`src/rtl/poly1305_pkg.sv`:
```
// Shared definitions for the poly1305 message sequencer.
//   BLOCK_BYTES : bytes per poly1305 block
//   CLAMP_MASK  : mask applied to the r half of the one-time key
//   state_t     : sequencer FSM states
//   clamp_r     : applies CLAMP_MASK to a 128-bit r value
package poly1305_pkg;

  localparam int BLOCK_BYTES = 16;

  localparam logic [127:0] CLAMP_MASK = 128'h0ffffffc0ffffffc0ffffffc0fffffff;

  typedef enum logic [2:0] {
    IDLE,
    FILL,
    ISSUE,
    WAIT,
    TAG
  } state_t;

  function automatic logic [127:0] clamp_r(input logic [127:0] r);
    return r & CLAMP_MASK;
  endfunction

endpackage

```
`src/rtl/poly1305_blkbuf.sv`:
```
// 16-byte little-endian block packing buffer with byte counter.
// The final byte of a message also drops the 0x01 pad marker into the
// following byte position, so the registered block is already padded
// by the time the sequencer issues it.
// Ports:
//   clk      : clock, rising edge
//   i_reset  : synchronous active-high reset
//   i_clr    : clear buffer and counter (new block)
//   i_wr     : accept i_data at position o_cnt
//   i_data   : message byte
//   i_last   : i_data is the final message byte (insert pad)
//   o_block  : packed block, byte 0 at [7:0]
//   o_full   : all 16 bytes present
//   o_cnt    : number of bytes written (0..16)
module poly1305_blkbuf
  import poly1305_pkg::*;
(
  input  logic         clk,
  input  logic         i_reset,
  input  logic         i_clr,
  input  logic         i_wr,
  input  logic [7:0]   i_data,
  input  logic         i_last,
  output logic [127:0] o_block,
  output logic         o_full,
  output logic [4:0]   o_cnt
);

  logic [7:0] r_byte [BLOCK_BYTES];
  logic [4:0] r_cnt;
  logic [4:0] w_pad_idx;

  // Pad position; equals 16 for a full final block, which matches no byte
  // lane, so a full final block gets no marker.
  assign w_pad_idx = r_cnt + 5'd1;

  always_ff @(posedge clk) begin
    if (i_reset || i_clr) begin
      r_cnt <= '0;
    end else if (i_wr) begin
      r_cnt <= r_cnt + 5'd1;
    end
  end

  genvar gi;
  generate
    for (gi = 0; gi < BLOCK_BYTES; gi++) begin : g_byte
      always_ff @(posedge clk) begin
        if (i_reset || i_clr) begin
          r_byte[gi] <= 8'h00;
        end else if (i_wr && (r_cnt == 5'(gi))) begin
          r_byte[gi] <= i_data;
        end else if (i_wr && i_last && (w_pad_idx == 5'(gi))) begin
          r_byte[gi] <= 8'h01;
        end
      end
      assign o_block[8*gi +: 8] = r_byte[gi];
    end
  endgenerate

  assign o_full = (r_cnt == 5'(BLOCK_BYTES));
  assign o_cnt  = r_cnt;

endmodule

```
`src/rtl/poly1305_ctrl.sv`:
```
// Message sequencer for a serial poly1305 core.
// Accepts a 256-bit one-time key and a byte stream, packs bytes into
// padded 16-byte blocks, strobes them into the core and returns the tag.
// Ports:
//   clk, reset            : clock, synchronous active-high reset
//   key/key_valid/key_ready : key handshake (r = key[127:0], s = key[255:128])
//   in_data/in_last/in_valid/in_ready : message byte handshake
//   tag/tag_valid/tag_ready : tag output handshake
//   core_r, core_s        : clamped r and s to the core
//   core_m, core_fb, core_first, core_ld : block, full-block flag,
//                           first-block flag and one-cycle load strobe
//   core_p, core_rdy      : core result and done
module poly1305_ctrl
  import poly1305_pkg::*;
(
  input  logic         clk,
  input  logic         reset,
  input  logic [255:0] key,
  input  logic         key_valid,
  output logic         key_ready,
  input  logic [7:0]   in_data,
  input  logic         in_last,
  input  logic         in_valid,
  output logic         in_ready,
  output logic [127:0] tag,
  output logic         tag_valid,
  input  logic         tag_ready,
  output logic [127:0] core_r,
  output logic [127:0] core_s,
  output logic [127:0] core_m,
  output logic         core_fb,
  output logic         core_first,
  output logic         core_ld,
  input  logic [127:0] core_p,
  input  logic         core_rdy
);

  state_t       r_state;
  logic [127:0] r_core_r;
  logic [127:0] r_core_s;
  logic         r_core_fb;
  logic         r_core_first;
  logic         r_core_ld;
  logic [127:0] r_tag;
  logic         r_tag_valid;
  logic         r_first_pend;
  logic         r_last_pend;

  logic         w_key_acc;
  logic         w_wr;
  logic         w_blk_end;
  logic         w_done;
  logic         w_clr;
  logic         w_full;
  logic [4:0]   w_cnt;

  assign w_key_acc = (r_state == IDLE) && key_valid;
  // The full guard never fires in practice (a full block leaves FILL), but
  // it keeps the counter from ever wrapping into byte lane 0.
  assign w_wr      = (r_state == FILL) && in_valid && !w_full;
  assign w_blk_end = w_wr && (in_last || (w_cnt == 5'(BLOCK_BYTES - 1)));
  // core_rdy only counts in WAIT; a core still showing done from the
  // previous block during ISSUE must not complete the new one.
  assign w_done    = (r_state == WAIT) && core_rdy;
  assign w_clr     = w_key_acc || (w_done && !r_last_pend);

  // The packed buffer itself drives core_m; it is frozen from ISSUE until
  // completion because no bytes are accepted outside FILL.
  poly1305_blkbuf u_blkbuf (
    .clk     (clk),
    .i_reset (reset),
    .i_clr   (w_clr),
    .i_wr    (w_wr),
    .i_data  (in_data),
    .i_last  (in_last),
    .o_block (core_m),
    .o_full  (w_full),
    .o_cnt   (w_cnt)
  );

  always_ff @(posedge clk) begin
    if (reset) begin
      r_state      <= IDLE;
      r_core_r     <= '0;
      r_core_s     <= '0;
      r_core_fb    <= 1'b0;
      r_core_first <= 1'b0;
      r_core_ld    <= 1'b0;
      r_tag        <= '0;
      r_tag_valid  <= 1'b0;
      r_first_pend <= 1'b0;
      r_last_pend  <= 1'b0;
    end else begin
      case (r_state)
        IDLE: begin
          if (key_valid) begin
            r_core_r     <= clamp_r(key[127:0]);
            r_core_s     <= key[255:128];
            r_first_pend <= 1'b1;
            r_state      <= FILL;
          end
        end
        FILL: begin
          if (w_blk_end) begin
            r_last_pend  <= in_last;
            // Only a block that reached 16 bytes carries the 2^128 bit;
            // a short final block has its marker inside core_m instead.
            r_core_fb    <= (w_cnt == 5'(BLOCK_BYTES - 1));
            r_core_first <= r_first_pend;
            r_core_ld    <= 1'b1;
            r_state      <= ISSUE;
          end
        end
        ISSUE: begin
          r_core_ld    <= 1'b0;
          r_first_pend <= 1'b0;
          r_state      <= WAIT;
        end
        WAIT: begin
          if (core_rdy) begin
            if (r_last_pend) begin
              r_tag       <= core_p;
              r_tag_valid <= 1'b1;
              r_state     <= TAG;
            end else begin
              r_state <= FILL;
            end
          end
        end
        TAG: begin
          if (tag_ready) begin
            r_tag_valid <= 1'b0;
            r_state     <= IDLE;
          end
        end
        default: begin
          r_state <= IDLE;
        end
      endcase
    end
  end

  assign key_ready  = (r_state == IDLE);
  assign in_ready   = (r_state == FILL);
  assign core_r     = r_core_r;
  assign core_s     = r_core_s;
  assign core_fb    = r_core_fb;
  assign core_first = r_core_first;
  assign core_ld    = r_core_ld;
  assign tag        = r_tag;
  assign tag_valid  = r_tag_valid;

endmodule

```
`config.mk`:
```
export PLATFORM = sky130hd
export DESIGN_NAME = poly1305_ctrl
export DESIGN_NICKNAME = d
export VERILOG_FILES = /design/src/rtl/poly1305_pkg.sv /design/src/rtl/poly1305_blkbuf.sv /design/src/rtl/poly1305_ctrl.sv
export SDC_FILE = /design/constraint.sdc
export NUM_CORES = 1
export LEC_CHECK = 0
export ABC_AREA = 1
export BUFFER_PORTS_ARGS = -buffer_cell sky130_fd_sc_hd__buf_4
export CORE_AREA = 2 2 362 364
export CTS_BUF_LIST = sky130_fd_sc_hd__clkbuf_4
export CTS_CLUSTER_DIAMETER = 120
export DETAILED_ROUTE_END_ITERATION = 8
export DIE_AREA = 0 0 364 366
export RECOVER_POWER = 25
export SYNTH_ARGS = -nofsm -noshare
export SYNTH_HDL_FRONTEND = slang
export SYNTH_SLANG_ARGS = --single-unit
```
`constraint.sdc`:
```
create_clock -name clk -period 2.2 [get_ports clk]
set_input_delay 0.22 -clock clk [delete_from_list [all_inputs] [get_ports clk]]
set_output_delay 0.22 -clock clk [all_outputs]
set_load 0.01 [all_outputs]
```
* Word-level counts from Yosys, hierarchy flattened *
Memory sizes are Yosys's and may differ from the RTL's.
Index checks and enable logic that the tools add are counted.

operators by class
  multiplexer cells = 160
  reductions and logical operators = 57
  equality and inequality tests = 40
  add/subtract/negate cells = 1
  bitwise gates (word level) = 32

operators with widths
  kind                 count
  $mux 8               32
  $mux 1               119
  $eq 5x4->1 const B   16
  $eq 5x3->1 const B   8
  $logic_and 1x1->1    39
  $or 1x1->1           32
  $eq 5x2->1 const B   4
  $mux 3               5
  $pmux 3 s5           1
  $eq 5x1->1 const B   2
  $logic_not 5->1      2
  $ne 2x2->1 const B   4
  $reduce_and 2->1     4
  $reduce_and 4->1     2
  $eq 3x2->1 const B   2
  $pmux 1 s2           3
  $reduce_bool 2->1    3
  $add 5x1->5 const B  1
  $eq 5x5->1 const B   1
  $eq 3x1->1 const B   1
  $eq 3x3->1 const B   1
  $logic_not 3->1      1
  $logic_or 1x1->1     3
  $reduce_and 3->1     1
  2 further kinds      3

storage, ports and cells
  logic and storage cells = 302
  memories kept = 1
  output and inout bits = 518
  bits in writable memories = 128
  register bits = 376

memory list
  memory           words  width  read ports  clocked after memory_dff  wr ports  line                   text
  u_blkbuf.r_byte  16     8      16          0                         16        poly1305_blkbuf.sv:29  logic [7:0] r_byte [BLOCK_BYTES];

* Logic depth before layout (Yosys ltp) *
  depth after elaboration = 10
  depth in mapped cells = 11
  mapped depth without buffers = 10

* By module *
From an unflattened synthesis, not the netlist that was laid out.

unflattened totals
  cell total of the unflattened synthesis = 2147
  area, all modules = 18810.5 µm²

modules (own cells, without submodules)
  module           cells an instance  area each (µm²)  seq. area each (µm²)  instances
  poly1305_ctrl    1686               13452.9          7427.1                1
  poly1305_blkbuf  461                5357.6           3943.8                1

* Worst setup path after synthesis *
Ideal clock, no wire load.

  kind = register to register
  from = reg u_blkbuf.r_cnt[0], in the netlist u_blkbuf.o_cnt[0]
  to = mem u_blkbuf.r_byte[6][0], in the netlist u_blkbuf.r_byte[0][48] (enable)
  path slack = 0.178 ns
  data required time = 1.871 ns
  path buffers = 0
  arrival = 1.693 ns
  cell stages (with the launch flop) = 9
  cells stage by stage = dfxtp_1 ha_1 inv_1 nor2_1 ha_1 nand4_2 nor2_1 nand3_1 nand2_1

RTL lines
  element                   line                   text
  start: declaration        poly1305_blkbuf.sv:30  logic [4:0] r_cnt;
  start signal: assignment  poly1305_blkbuf.sv:41  r_cnt <= r_cnt + 5'd1;
  end: declaration          poly1305_blkbuf.sv:29

==> results.txt <==
Max-Cap Viols: 0
Critical-path maximum fanout: 14
Power per standard cell area: 718 nW/um^2
Relative slew slack: 2.20%
Clock transition at the registers of the reported paths: 0.06 ns
Most frequent cells in the layout: 789 x buf_4, 781 x dlygate4sd3_1, 402 x nor2_1
Core area: 129000 um^2
RR Endpoint: u_blkbuf.r_byte[1][24]
Internal reg-to-reg setup slack: -0.02 ns
Post-synthesis cell type count: 30
WP data arrival: 2.98 ns
Setup crit end kind: register
Top cell type's share of synthesized area: 39.9%
Initial DRC count: 1351
First-pass DRT Iterations: 5
Critical hold path startpoint: key[167]
Layout cells sized above 1: 27.8%
Violated checks: setup timing
Initial antenna violation count: 31
Pins Over Slew Limit: 0
Highest clock rate: 0.450 GHz
Worst-case vdd ir drop: 442 uV
Final setup fails: 6
Synth Area in Simple Gates: 23.1%
CTS Sinks: 504
I/O Pins: 917
Startpoint types: register
Ratio of final minimum period to clock period: 101%
Synth Area in XOR/XNOR: 0.0464%
DIE HEIGHT: 366 um
Number of global-route vias before repair: 23600
EDFF count, synth: 128
Unrepaired setup endpoints after global routing: yes
Most common flop cell mapped by yosys: dfxtp_1
Worst Clk Skew: 0.0686 ns
Largest family of logic cells by synthesized area: simple AND/OR/NAND/NOR gates
Final GP Congestion: 0.849
Wire length per cell: 18.8 um
Largest area contributor in the netlist: dfxtp_1
Worst Path Required: 2.96 ns
Status: complete, but fails checks
Post-layout net count: 4294
Total global-route track usage: 15.6%
Synth Instances: 2152
Post-Synth Adder-Cell Area: 0.398%
Placed Cells: 4680
P_leak: 15.5 nW
Worst Reg2Reg Path Length in Cells: 9
Post-detail-place hpwl: 73.5 mm
Die width: 364 um
Critical R2R Launch: r_state[0]
IO buf count: 872
WHS Endpoint: core_s[39]
Routed Antenna Nets: 0
Die footprint: 133000 um^2
Num CTS Buffers: 150
Synth Area in Compound Gates: 10.1%
Row count: 132
Fin. Hold Viols: 0
Hold crit path type: input pin to register
CTS root buf: clkbuf_4
Largest net degree at the start of global routing: 189
H-Tree Depth: 4
CTS max path bufs: 3
Multiplexer area fraction after synthesis: 0%
Tmin final: 2.22 ns
Hold depth: 4
Initial Util: 14.6%
CTS tree: done
Post-route setup slack: -0.0227 ns
Vias/cell: 4.00
First-pass GRT wire length: 154 mm
Ys async rst share: 0%
Fin util: 28.8%
Worst-skew pair later-pin latency: 1.09 ns
Worst slew pin tran: 1.47 ns
Final wirelength: 108 mm
DRC violations left: 0
Gr ovfl total: 0
Largest cells by area after synthesis: dfxtp_1 40%, edfxtp_1 20%, nor2_1 8.1%
Yosys synthesis warning count: 0
Type of the worst setup path: register to register
Netlist Area Pre-Place: 18900 um^2
Register area share after synthesis: 60.3%
Fin cells: 5751
Vias post-DR: 23000
Synth Area per Inst: 8.76 um^2
Commonest non-fill, non-tap cell in the layout: buf_4
Synth-to-layout area growth: 96.9%
FF+latch count, synth: 504
## state kept, by name, summed over array words and instances (netlist names), 3 cells and up
signal           flops
core_r             106
core_s             128
r_state              3
tag                128
u_blkbuf.o_cnt       5
u_blkbuf.r_byte    128
## power breakdown
group	switching, W	total [W]	internal (W)
combinational	0.00353	0.00673	0.00319
clock	0.00442	0.00921	0.00479
sequential	0.000412	0.0107	0.0103
total	0.00836	0.0267	0.0183
## routing by layer
metal	up-vias	track usage (%)	wire (um)	part of all wire (%)
met5	-	0	0	0
met4	0	6.97	4360	4.0
met3	250	7.76	12500	12
met2	1093	24.8	49100	45
met1	10900	17.5	42400	39
li1	10700	-	-	-
## kinds of logic after synthesis
group                    after synthesis
AND/OR/NAND/NOR                     1033
buffers and inverters                228
adder cells (fa/ha/maj)                6
XOR/XNOR                               1
flip-flops                           504
other                                  1
AO/OA/AOI/OAI                        379
## Yosys cell counts (2+ instances only)
cell      number
nor3_2         2
edfxtp_1     128
nor2_2        11
inv_2          3
buf_4         32
nor2_1       406
nand2_1      308
nor2_4         3
inv_1         36
o21ai_0      131
nand4_1        3
nor3_1         2
buf_6         12
dfxtp_1      376
nand3_1      290
a211oi_1       3
nand3_2        5
ha_1           6
buf_2         58
clkbuf_1      83
buf_1          2
a21oi_1      244
## how the worst max path moves through the flow
stage | startpoint | end
3_5_place_dp | u_blkbuf.o_cnt[1] | u_blkbuf.r_byte[0][2]
2_1_floorplan | u_blkbuf.o_cnt[0] | u_blkbuf.r_byte[0][48]
3_3_place_gp | u_blkbuf.o_cnt[1] | u_blkbuf.r_byte[0][5]
6_report | r_state[0] | u_blkbuf.r_byte[1][24]
4_1_cts | r_state[2] | key_ready
5_1_grt | r_state[2] | key_ready
## area by class of cell
type,count,area [um^2]
clock buffer,214,1610
clock inverter,37,248
fill,13500,91800
sequential,504,11400
multi-input combinational,1441,6550
antenna,21,52.6
inverter,40,156
timing repair buffer,1752,15000
tap,1742,2180
## per-stage QoR
stage               hold slack (ns)  area [um^2]  setup WS, ns  total power (W)  TNS, ns
global placement              0.446        27600        0.0453           0.0163        0
detailed placement            0.449        27600        0.0325           0.0163        0
global route                 0.0253        37100        -0.196           0.0281   -14.68
finish                        0.180        37100       -0.0227           0.0267   -0.129
CTS                         0.00119        37500        -0.215           0.0271   -0.405
floorplan                     0.380        18900         0.178           0.0132        0
## worst max-delay path, cell delays in order, from the launching register on
cell and delay (ns):
dfxtp_4 0.38, buf_4 0.15, nand2_1 0.05, nor2_1 0.28, nand3_1 0.15, nand3_2 0.31, clkbuf_1 0.25, nor2_1 0.08
nand2_1 0.09, buf_4 0.16
## what timing repair did
| item | 4_1_cts | 5_1_grt |
|---|---|---|
| endpoints found under the hold margin | 632 | 0 |
| gates resized for setup | 17 | 28 |
| gates cloned | 1 | 0 |
| setup endpoints to repair | 17 | 152 |
| hold buffers | 784 | 0 |
| setup buffers | 9 | 5 |
| pin swaps | 2 | 11 |
(Power assumes the default switching activity.)
